--- src/rtl/uart_rx_engine.sv ---
`default_nettype none
// ============================================================================
// Module   : uart_rx_engine
// Desc     : Oversampling UART receiver: start/data/parity/stop -> byte on a
//            valid/ready port. Macro UART_RX_GLITCH_FILTER_EN adds 3-tap
//            majority sampling at every bit centre.
// Revision : 1.0 - initial release
// ============================================================================
module uart_rx_engine #(
  parameter int DATA_BITS  = 8,
  parameter int OVERSAMPLE = 16,
  parameter int DIV_W      = 16
) (
  input  logic                 clk,
  input  logic                 rst_n,
  input  logic [DIV_W-1:0]     baud_div,
  input  logic                 parity_en,
  input  logic                 parity_odd,
  input  logic                 rx_i,
  output logic [DATA_BITS-1:0] rx_data,
  output logic                 rx_valid,
  input  logic                 rx_ready,
  output logic                 frame_err,
  output logic                 parity_err,
  output logic                 overrun,
  output logic                 busy
);

  localparam int TC_W = $clog2(OVERSAMPLE);
  localparam int BI_W = $clog2(DATA_BITS);

  localparam logic [TC_W-1:0] c_half_m1 = TC_W'(OVERSAMPLE / 2 - 1);
  localparam logic [TC_W-1:0] c_full_m1 = TC_W'(OVERSAMPLE - 1);
  localparam logic [BI_W-1:0] c_last_bit = BI_W'(DATA_BITS - 1);

  localparam logic [2:0] c_st_idle   = 3'd0;
  localparam logic [2:0] c_st_start  = 3'd1;
  localparam logic [2:0] c_st_data   = 3'd2;
  localparam logic [2:0] c_st_parity = 3'd3;
  localparam logic [2:0] c_st_stop   = 3'd4;
  localparam logic [2:0] c_st_break  = 3'd5;

  logic                 r_sync1, r_sync2;
  logic                 w_rxs;
  logic [2:0]           r_state, w_state_nxt;
  logic [DIV_W-1:0]     r_div_q, r_cnt;
  logic [TC_W-1:0]      r_tc;
  logic [BI_W-1:0]      r_bidx;
  logic [DATA_BITS-1:0] r_shift;
  logic                 r_par_en, r_par_odd;
  logic                 r_perr_n, r_ferr_n, r_load;
  logic [DATA_BITS-1:0] r_data;
  logic                 r_valid, r_ferr, r_perr, r_ovr;
  logic                 w_tick, w_at_cen, w_cen, w_dec, w_bit, w_busy;

  always_ff @(posedge clk) begin
    if (!rst_n) begin
      r_sync1 <= 1'b1;
      r_sync2 <= 1'b1;
    end else begin
      r_sync1 <= rx_i;
      r_sync2 <= r_sync1;
    end
  end

  assign w_rxs  = r_sync2;
  assign w_tick = (r_cnt == r_div_q);

  // Start-bit centre sits half a bit in; all later centres are a full bit apart.
  always_comb begin
    w_at_cen = 1'b0;
    case (r_state)
      c_st_start:                      w_at_cen = (r_tc == c_half_m1);
      c_st_data, c_st_parity, c_st_stop: w_at_cen = (r_tc == c_full_m1);
      default:                         w_at_cen = 1'b0;
    endcase
  end

  assign w_cen = w_tick & w_at_cen;

`ifdef UART_RX_GLITCH_FILTER_EN
  localparam logic [TC_W-1:0] c_half_m2 = TC_W'(OVERSAMPLE / 2 - 2);
  localparam logic [TC_W-1:0] c_full_m2 = TC_W'(OVERSAMPLE - 2);

  logic r_s_pre, r_s_cen, r_pend;
  logic w_at_pre;

  always_comb begin
    w_at_pre = 1'b0;
    case (r_state)
      c_st_start:                      w_at_pre = (r_tc == c_half_m2);
      c_st_data, c_st_parity, c_st_stop: w_at_pre = (r_tc == c_full_m2);
      default:                         w_at_pre = 1'b0;
    endcase
  end

  // The decision waits for the centre+1 tick; tc keeps counting from the centre.
  always_ff @(posedge clk) begin
    if (!rst_n) begin
      r_s_pre <= 1'b1;
      r_s_cen <= 1'b1;
      r_pend  <= 1'b0;
    end else if (r_state == c_st_idle) begin
      r_pend <= 1'b0;
    end else if (w_tick) begin
      if (w_at_pre) r_s_pre <= w_rxs;
      if (w_cen) begin
        r_s_cen <= w_rxs;
        r_pend  <= 1'b1;
      end else begin
        r_pend <= 1'b0;
      end
    end
  end

  assign w_dec = w_tick & r_pend;
  assign w_bit = (r_s_pre & r_s_cen) | (r_s_pre & w_rxs) | (r_s_cen & w_rxs);
`else
  assign w_dec = w_cen;
  assign w_bit = w_rxs;
`endif

  always_ff @(posedge clk) begin
    if (!rst_n) r_state <= c_st_idle;
    else        r_state <= w_state_nxt;
  end

  always_comb begin
    w_state_nxt = r_state;
    case (r_state)
      c_st_idle:   if (!w_rxs) w_state_nxt = c_st_start;
      c_st_start:  if (w_dec)  w_state_nxt = w_bit ? c_st_idle : c_st_data;
      c_st_data:   if (w_dec && (r_bidx == c_last_bit))
                     w_state_nxt = r_par_en ? c_st_parity : c_st_stop;
      c_st_parity: if (w_dec)  w_state_nxt = c_st_stop;
      c_st_stop:   if (w_dec)  w_state_nxt = w_bit ? c_st_idle : c_st_break;
      c_st_break:  if (w_rxs)  w_state_nxt = c_st_idle;
      default:     w_state_nxt = c_st_idle;
    endcase
  end

  always_comb begin
    w_busy = (r_state != c_st_idle);
  end

  // Frame datapath: divisor and framing options are frozen at start detect.
  always_ff @(posedge clk) begin
    if (!rst_n) begin
      r_div_q   <= '0;
      r_cnt     <= '0;
      r_tc      <= '0;
      r_bidx    <= '0;
      r_shift   <= '0;
      r_par_en  <= 1'b0;
      r_par_odd <= 1'b0;
      r_perr_n  <= 1'b0;
      r_ferr_n  <= 1'b0;
      r_load    <= 1'b0;
    end else begin
      r_load <= 1'b0;
      if (r_state == c_st_idle) begin
        r_cnt <= '0;
        r_tc  <= '0;
        if (!w_rxs) begin
          r_div_q   <= baud_div;
          r_par_en  <= parity_en;
          r_par_odd <= parity_odd;
          r_perr_n  <= 1'b0;
          r_bidx    <= '0;
        end
      end else begin
        r_cnt <= w_tick ? '0 : r_cnt + DIV_W'(1);
        if (w_tick) r_tc <= w_cen ? '0 : r_tc + TC_W'(1);
        if (w_dec) begin
          case (r_state)
            c_st_data: begin
              r_shift[r_bidx] <= w_bit;
              r_bidx          <= r_bidx + BI_W'(1);
            end
            c_st_parity: r_perr_n <= (^r_shift) ^ w_bit ^ r_par_odd;
            c_st_stop: begin
              r_ferr_n <= ~w_bit;
              r_load   <= 1'b1;
            end
            default: ;
          endcase
        end
      end
    end
  end

  // A load into a full, unaccepted buffer is dropped and flagged for one cycle.
  always_ff @(posedge clk) begin
    if (!rst_n) begin
      r_data  <= '0;
      r_valid <= 1'b0;
      r_ferr  <= 1'b0;
      r_perr  <= 1'b0;
      r_ovr   <= 1'b0;
    end else begin
      r_ovr <= 1'b0;
      if (r_load && (!r_valid || rx_ready)) begin
        r_data  <= r_shift;
        r_ferr  <= r_ferr_n;
        r_perr  <= r_perr_n;
        r_valid <= 1'b1;
      end else begin
        if (r_load) r_ovr <= 1'b1;
        if (r_valid && rx_ready) r_valid <= 1'b0;
      end
    end
  end

  assign rx_data    = r_data;
  assign rx_valid   = r_valid;
  assign frame_err  = r_ferr;
  assign parity_err = r_perr;
  assign overrun    = r_ovr;
  assign busy       = w_busy;

endmodule
`default_nettype wire

--- config.mk ---
export PLATFORM = sky130hd
export DESIGN_NAME = uart_rx_engine
export DESIGN_NICKNAME = d
export VERILOG_FILES = /design/src/rtl/uart_rx_engine.sv
export SDC_FILE = /design/constraint.sdc
export NUM_CORES = 1
export LEC_CHECK = 0
export BUFFER_PORTS_ARGS = -buffer_cell sky130_fd_sc_hd__buf_2
export CAP_MARGIN = 25
export CORE_MARGIN = 5
export CORE_UTILIZATION = 55
export DETAILED_ROUTE_END_ITERATION = 8
export PLACE_DENSITY_LB_ADDON = 0.08
export SYNTH_ARGS = -nofsm -noshare
export SYNTH_HDL_FRONTEND = slang
export SYNTH_SLANG_ARGS = --single-unit
--- constraint.sdc ---
create_clock -name clk -period 2.4 [get_ports clk]
set_clock_uncertainty 0.05 [all_clocks]
set_input_delay 0.12 -clock clk [delete_from_list [all_inputs] [get_ports clk]]
set_output_delay 0.12 -clock clk [all_outputs]
set_load 0.1 [all_outputs]
==> results by group, run 1 <==
Run status
  • Run status: complete, no violations

Route
  • Initial DRC Count: 91
  • Via/cell ratio: 5.30
  • Routed Wire Length: 7000 um
  • DR DRC count: 0
  • DRT antenna net count: 0
  • Routed length per instance: 13.7 um
  • Pre-Repair DR Iteration Count: 5
  • Vias post-DR: 2,700

Die
  • Die area: 7510 sq um
  • Initial Util: 55.6%
  • I/O pin cnt: 35
  • Die width: 86.7 um
  • Die Span Y: 86.7 um
  • Cell Rows: 28
  • Core Footprint: 5820 sq um

Synthesis
  • Synth top cells by count: 69 x dfxtp_1, 68 x nand2_1, 37 x nor2_1, 29 x a21oi_1, 25 x xor2_1
  • Post-Syn Area: 3230 sq um
  • Post-Synthesis Cells: 375
  • FFs w/ async S/R, synth: 0%
  • Post-Syn Nets: 401
  • Synth area leader: dfxtp_1
  • Number of flops mapped to enable cells by yosys: 0
  • Post-synth cell types: 45
  • Yosys warns: 0
  • Most frequent cell after synthesis: dfxtp_1
  • Synthesized flop and latch total: 69
  • Ys flop type: dfxtp_1
  • Sequential element share of the synthesized area: 42.7%
  • Main area contributors after synthesis: dfxtp_1 43%, nand2_1 7.9%, xor2_1 6.8%, mux2i_1 6.2%, a21oi_1 4.5%
  • Post-synth top area share: 42.7%
  • Synthesized area per cell: 8.62 sq um

Power
  • Lkg Pwr: 1.66 nW
  • Internal power: 0.00161 W
  • Net Sw Power: 0.000529 W
  • Logic pwr share: 10.0%
  • Total power density per cell area: 557 nW/um^2
  • Switching Share: 24.8%
  • Clk pwr share: 35.2%
  • Sequential fraction of design power: 54.8%
  • Worst vdd ir: 382 uV

Timing
  • Sum Neg Setup Slack: 0 ns
  • Crit share post-route: 83.9%
  • Hold Fails Final Rpt: 0
  • Final Max Tran Viols: 0
  • Crit path time final: 2.01 ns
  • Post-route setup slack: 0.386 ns
  • FMAX: 496 MHz
  • Worst-Margin Slew: 0.625 ns
  • RSZ-0062 raised after global routing: no
  • Hold Slack: 0.0201 ns
  • Final setup fails: 0
  • Relative slew slack: 58.3%

Setup path
  • CP Capture Type: flip-flop
  • Crit Path Max Fanout: 9
  • Crit-path cells: xor2_2 -> nor4_4 -> nand4_2 -> or4_1 -> a31oi_1
  • Critical path class: reg -> reg
  • Crit path max-delay family: simple AND/OR/NAND/NOR gates
  • CP startpoint: r_cnt[7]$_SDFF_PP0_
  • Buf+Inv Stages, Crit Path: 0
  • Worst Path Arrival: 2.23 ns
  • Critical path launch point type: flip-flop
  • WP data required: 2.62 ns
  • Slowest CP cell: or4_1
  • Critical R2R Launch: r_cnt[7]$_SDFF_PP0_
  • Slowest stage delay, CP: 0.55 ns

Clock network
  • H-tree levels: 3
  • CTS tree: done
  • Latest clock arrival within the worst-skew pair: 0.34 ns
  • Resized Gates After CTS: 0
  • Clock buffer depth: 2
  • Clock root buffer: clkbuf_8
  • Clock transition at the registers of the reported paths: 0.06 ns
  • Hold buffers post-CTS: 19
  • Clock sink count: 69
  • CTS buffer count: 9
  • Post-CTS Setup Bufs: 0

Global routing
  • First-pass GRT wire length: 12,400 um
  • Initial antenna violation count: 0
  • GR Util All Layers: 20.9%
  • Number of global-route vias before repair: 2,650
  • Grt ovf: 0
  • Pin count of the biggest net entering global routing: 23

Final layout
  • Antenna fix cells: 0
  • Fin nets: 457
  • Synth-to-Final Area Change: 18.8%
  • Share of cells above drive strength 1: 15.2%

Place
  • Port bufs: 34
  • Gpl congestion: 0.801
  • DP Wirelength: 4820 um
  • DP Worst Slack: 0.422 ns

Hold path
  • HP Class: in -> reg
  • Worst hold start: rx_ready

Run
  • Max-cap violations: 0
==> final timing paths <==
path | to | slack, ns | cells past startpoint
max | r_tc[3]$_SDFFE_PP0P_ | 0.39 | 5
min | rx_valid$_SDFFE_PN0P_ | 0.02 | 4
max reg2reg | r_tc[3]$_SDFFE_PP0P_ | 0.39 | 5
min reg2reg | r_sync2$_SDFF_PN1_ | 0.37 | 1
==> logic make-up (layout without fill, tap and decap cells) <==
group	Yosys count	count (layout)	share of synthesized area [%]
AOI/OAI and AO/OA	45	45	7.98
and+or+nand+nor	173	173	27.3
DFF	69	69	42.7
adders and majority gates	4	4	1.55
buffers and inverters	25	84	3.45
xor gates and xnor gates	39	39	10.8
muxes	20	20	6.19
==> power groups by stage <==
stage,Clock (W),Combinational [W],Sequential (W)
floorplan,0,0.000135,0.00119
global route,0.000827,0.000235,0.00117
detailed placement,0,0.000188,0.00120
CTS,0.000770,0.000212,0.00117
finish,0.000753,0.000213,0.00117
global placement,0,0.000187,0.00120
==> registers in the layout, indices dropped and copies added, names as in the netlist, 3 cells and up <==
| name | count |
|---|---|
| r_cnt | 16 |
| r_shift | 8 |
| r_tc | 4 |
| r_state | 3 |
| r_bidx | 3 |
| r_div_q | 16 |
| rx_data | 8 |
==> layout by cell type (no fill, tap or decap), drive strengths merged, types with 6 or more instances in the layout <==
cell	Yosys	layout
dlygate4sd3	0	19
nand2	68	68
nand4	6	6
buf	5	45
nand3	19	19
xor2	26	26
clkbuf	14	11
inv	6	6
nor2	37	37
dfxtp	69	69
mux2i	20	20
nor4	6	6
xnor2	13	13
a21oi	29	29
==> per-layer routing <==
layer | GRT usage, % | share of wire, %
met5 | 0 | 0
met2 | 38.0 | 52
met3 | 3.42 | 3.5
met1 | 24.3 | 43
met4 | 8.36 | 2.0
==> metrics by stage <==
stage / utilization (%) / instances / total power (W) / cell area (sq um)
5_1_grt: 66.0 / 509 / 0.00223 / 3840
3_3_place_gp: 60.2 / 476 / 0.00138 / 3500
6_report: 66.0 / 509 / 0.00214 / 3840
2_1_floorplan: - / 375 / 0.00133 / 3230
4_1_cts: 66.0 / 509 / 0.00215 / 3840
3_5_place_dp: 60.2 / 476 / 0.00139 / 3500
==> worst reg2reg max path: stages (launching register included) <==
cell	delay [ns]
dfxtp_1	0.48
xor2_2	0.13
nor4_4	0.32
nand4_2	0.25
or4_1	0.55
a31oi_1	0.17
==> layout make-up <==
type,instances,area (sq um)
Tap cell,75,93.8
Multi-Input combinational cell,281,1740
Fill cell,508,1980
Inverter,6,22.5
Clock buffer,11,131
Timing Repair Buffer,64,455
Clock inverter,3,15.0
Sequential cell,69,1380
(Power assumes the default switching activity.)
==> run 2, diff against run 1 <==
==> constraint.sdc (replaced) <==
create_clock -name clk -period 2.1 [get_ports clk]
set_clock_uncertainty 0.05 [all_clocks]
set_input_delay 0.105 -clock clk [delete_from_list [all_inputs] [get_ports clk]]
set_output_delay 0.105 -clock clk [all_outputs]
set_load 0.1 [all_outputs]
==> results by group, run 2 (synthesized netlist as in run 1, its figures left out) <==
Die
  • Initial Util: 55.6%
  • Cell Rows: 28
  • Core Footprint: 5820 sq um
  • Die width: 86.7 um
  • Die area: 7510 sq um
  • I/O pin cnt: 35
  • Die Span Y: 86.7 um

Route
  • Pre-Repair DR Iteration Count: 7
  • Met2 wire length: 3720 um
  • Metal3 WL: 244 um
  • Routed length per instance: 13.5 um
  • Max layer used: met4
  • Routed Wire Length: 7060 um
  • Vias post-DR: 2,734
  • Routed metal-1 wirelength: 2950 um
  • Via/cell ratio: 5.25
  • Initial DRC Count: 116
  • DRT antenna net count: 0
  • DR DRC count: 0

Final layout
  • Fin nets: 467
  • Fillers: 521
  • Commonest cells after routing, fill and taps aside: 68 x dfxtp_1, 67 x nand2_1, 37 x nor2_1, 34 x buf_2, 29 x a21oi_1
  • Biggest registers after layout: r_cnt (16), r_div_q (16)
  • Antenna fix cells: 0
  • Final core occ: 68.0%
  • Synth-to-Final Area Change: 22.4%
  • Share of cells above drive strength 1: 17.5%
  • Most common cell after layout, fill and taps aside: dfxtp_1
  • Reg area: 1380 sq um
  • Multi-input gate area: 1740 sq um
  • Design area: 3960 sq um

Timing
  • Crit share post-route: 92.8%
  • RSZ-0062 raised after global routing: no
  • Relative slew slack: 59.8%
  • Post-route setup slack: 0.152 ns
  • Hold Fails Final Rpt: 0
  • Final setup fails: 0
  • Worst-Margin Slew: 0.603 ns
  • FMAX: 513 MHz
  • Final Max Tran Viols: 0
  • Sum Neg Setup Slack: 0 ns
  • Crit path time final: 1.95 ns

Setup path
  • Critical path class: reg -> reg
  • WP data required: 2.31 ns
  • FF-to-FF setup slack: 0.15 ns
  • Critical R2R Launch: r_cnt[4]$_SDFF_PP0_
  • CP Capture Type: flip-flop
  • CP startpoint: r_cnt[4]$_SDFF_PP0_
  • Critical path launch point type: flip-flop
  • Crit Path Max Fanout: 8
  • Worst Path Arrival: 2.16 ns

Place
  • Placed Area: 3540 sq um
  • Port bufs: 34
  • Gpl congestion: 0.807
  • DP Worst Slack: 0.135 ns
  • DP Wirelength: 4950 um

Power
  • Total power density per cell area: 650 nW/um^2
  • Worst vdd ir: 479 uV
  • Lkg Pwr: 1.72 nW

Clock network
  • Clock transition at the registers of the reported paths: 0.07 ns
  • CTS buffer count: 9
  • H-tree levels: 3
  • CTS tree: done
  • Clock root buffer: clkbuf_8
  • Clock buffer depth: 2
  • Latest clock arrival within the worst-skew pair: 0.34 ns
  • Clock sink count: 69
  • Resized Gates After CTS: 0

Global routing
  • Number of global-route vias before repair: 2,635
  • Grt ovf: 0
  • Initial antenna violation count: 0
  • First-pass GRT wire length: 12,000 um
  • Pin count of the biggest net entering global routing: 22
  • GR Util All Layers: 20.1%

Hold path
  • Worst hold start: r_sync1$_SDFF_PN1_
  • HP Class: reg -> reg

Run
  • Max-cap violations: 0

Run status
  • Run status: complete, no violations
run 2: cell types whose count changed in the layout (fill, tap and decap cells not counted), sizes merged:
cell,delta
buf,+7
clkinvlp,+1
clkbuf,+1
dlygate4sd3,+3
run 2: power breakdown:
part           internal [W]  switching, W
clock              0.000487      0.000476
combinational      0.000126      0.000144
sequential          0.00132     0.0000139
run 2: per-layer routing:
| layer | global-route usage, % | vias to the layer above |
|---|---|---|
| li1 | - | 1405 |
| met1 | 22.9 | 1264 |
| met2 | 35.8 | 50 |
| met3 | 4.56 | 15 |
| met4 | 8.78 | 0 |
| met5 | 0 | - |
run 2: worst max-delay path, stage by stage, from the launching register on:
cell	delay, ns
dfxtp_1	0.35
xor2_1	0.17
nor4_2	0.35
nand4_2	0.24
or4_1	0.54
a31oi_1	0.18
run 2: area by class of cell:
type / count / area share (%)
clock inverter: 4 / 0.569
clock buffer: 12 / 3.92
sequential: 69 / 34.9
tap: 75 / 2.37
inverter: 6 / 0.569
timing repair buffer: 74 / 13.6
multi-input combinational: 281 / 44.0
run 2: through the flow:
stage,std cells,total power (W),hold slack (ns)
after global routing,521,0.00269,0.376
after CTS,519,0.00259,0.371
final,521,0.00257,0.369
after detailed placement,481,0.00159,0.249
after floorplan,375,0.00152,0.156
after global placement,481,0.00159,0.242
run 2: path summary, 6_finish.rpt:
kind | end | cells after the start
max | r_tc[3]$_SDFFE_PP0P_ | 5
min | r_sync2$_SDFF_PN1_ | 1
max reg2reg | r_tc[3]$_SDFFE_PP0P_ | 5
min reg2reg | r_sync2$_SDFF_PN1_ | 1
run 2: repair_timing:
item,CTS,global route
hold buffers,22,0
setup endpoints to repair,0,1
hold endpoints to repair,21,0
buffers inserted,0,2
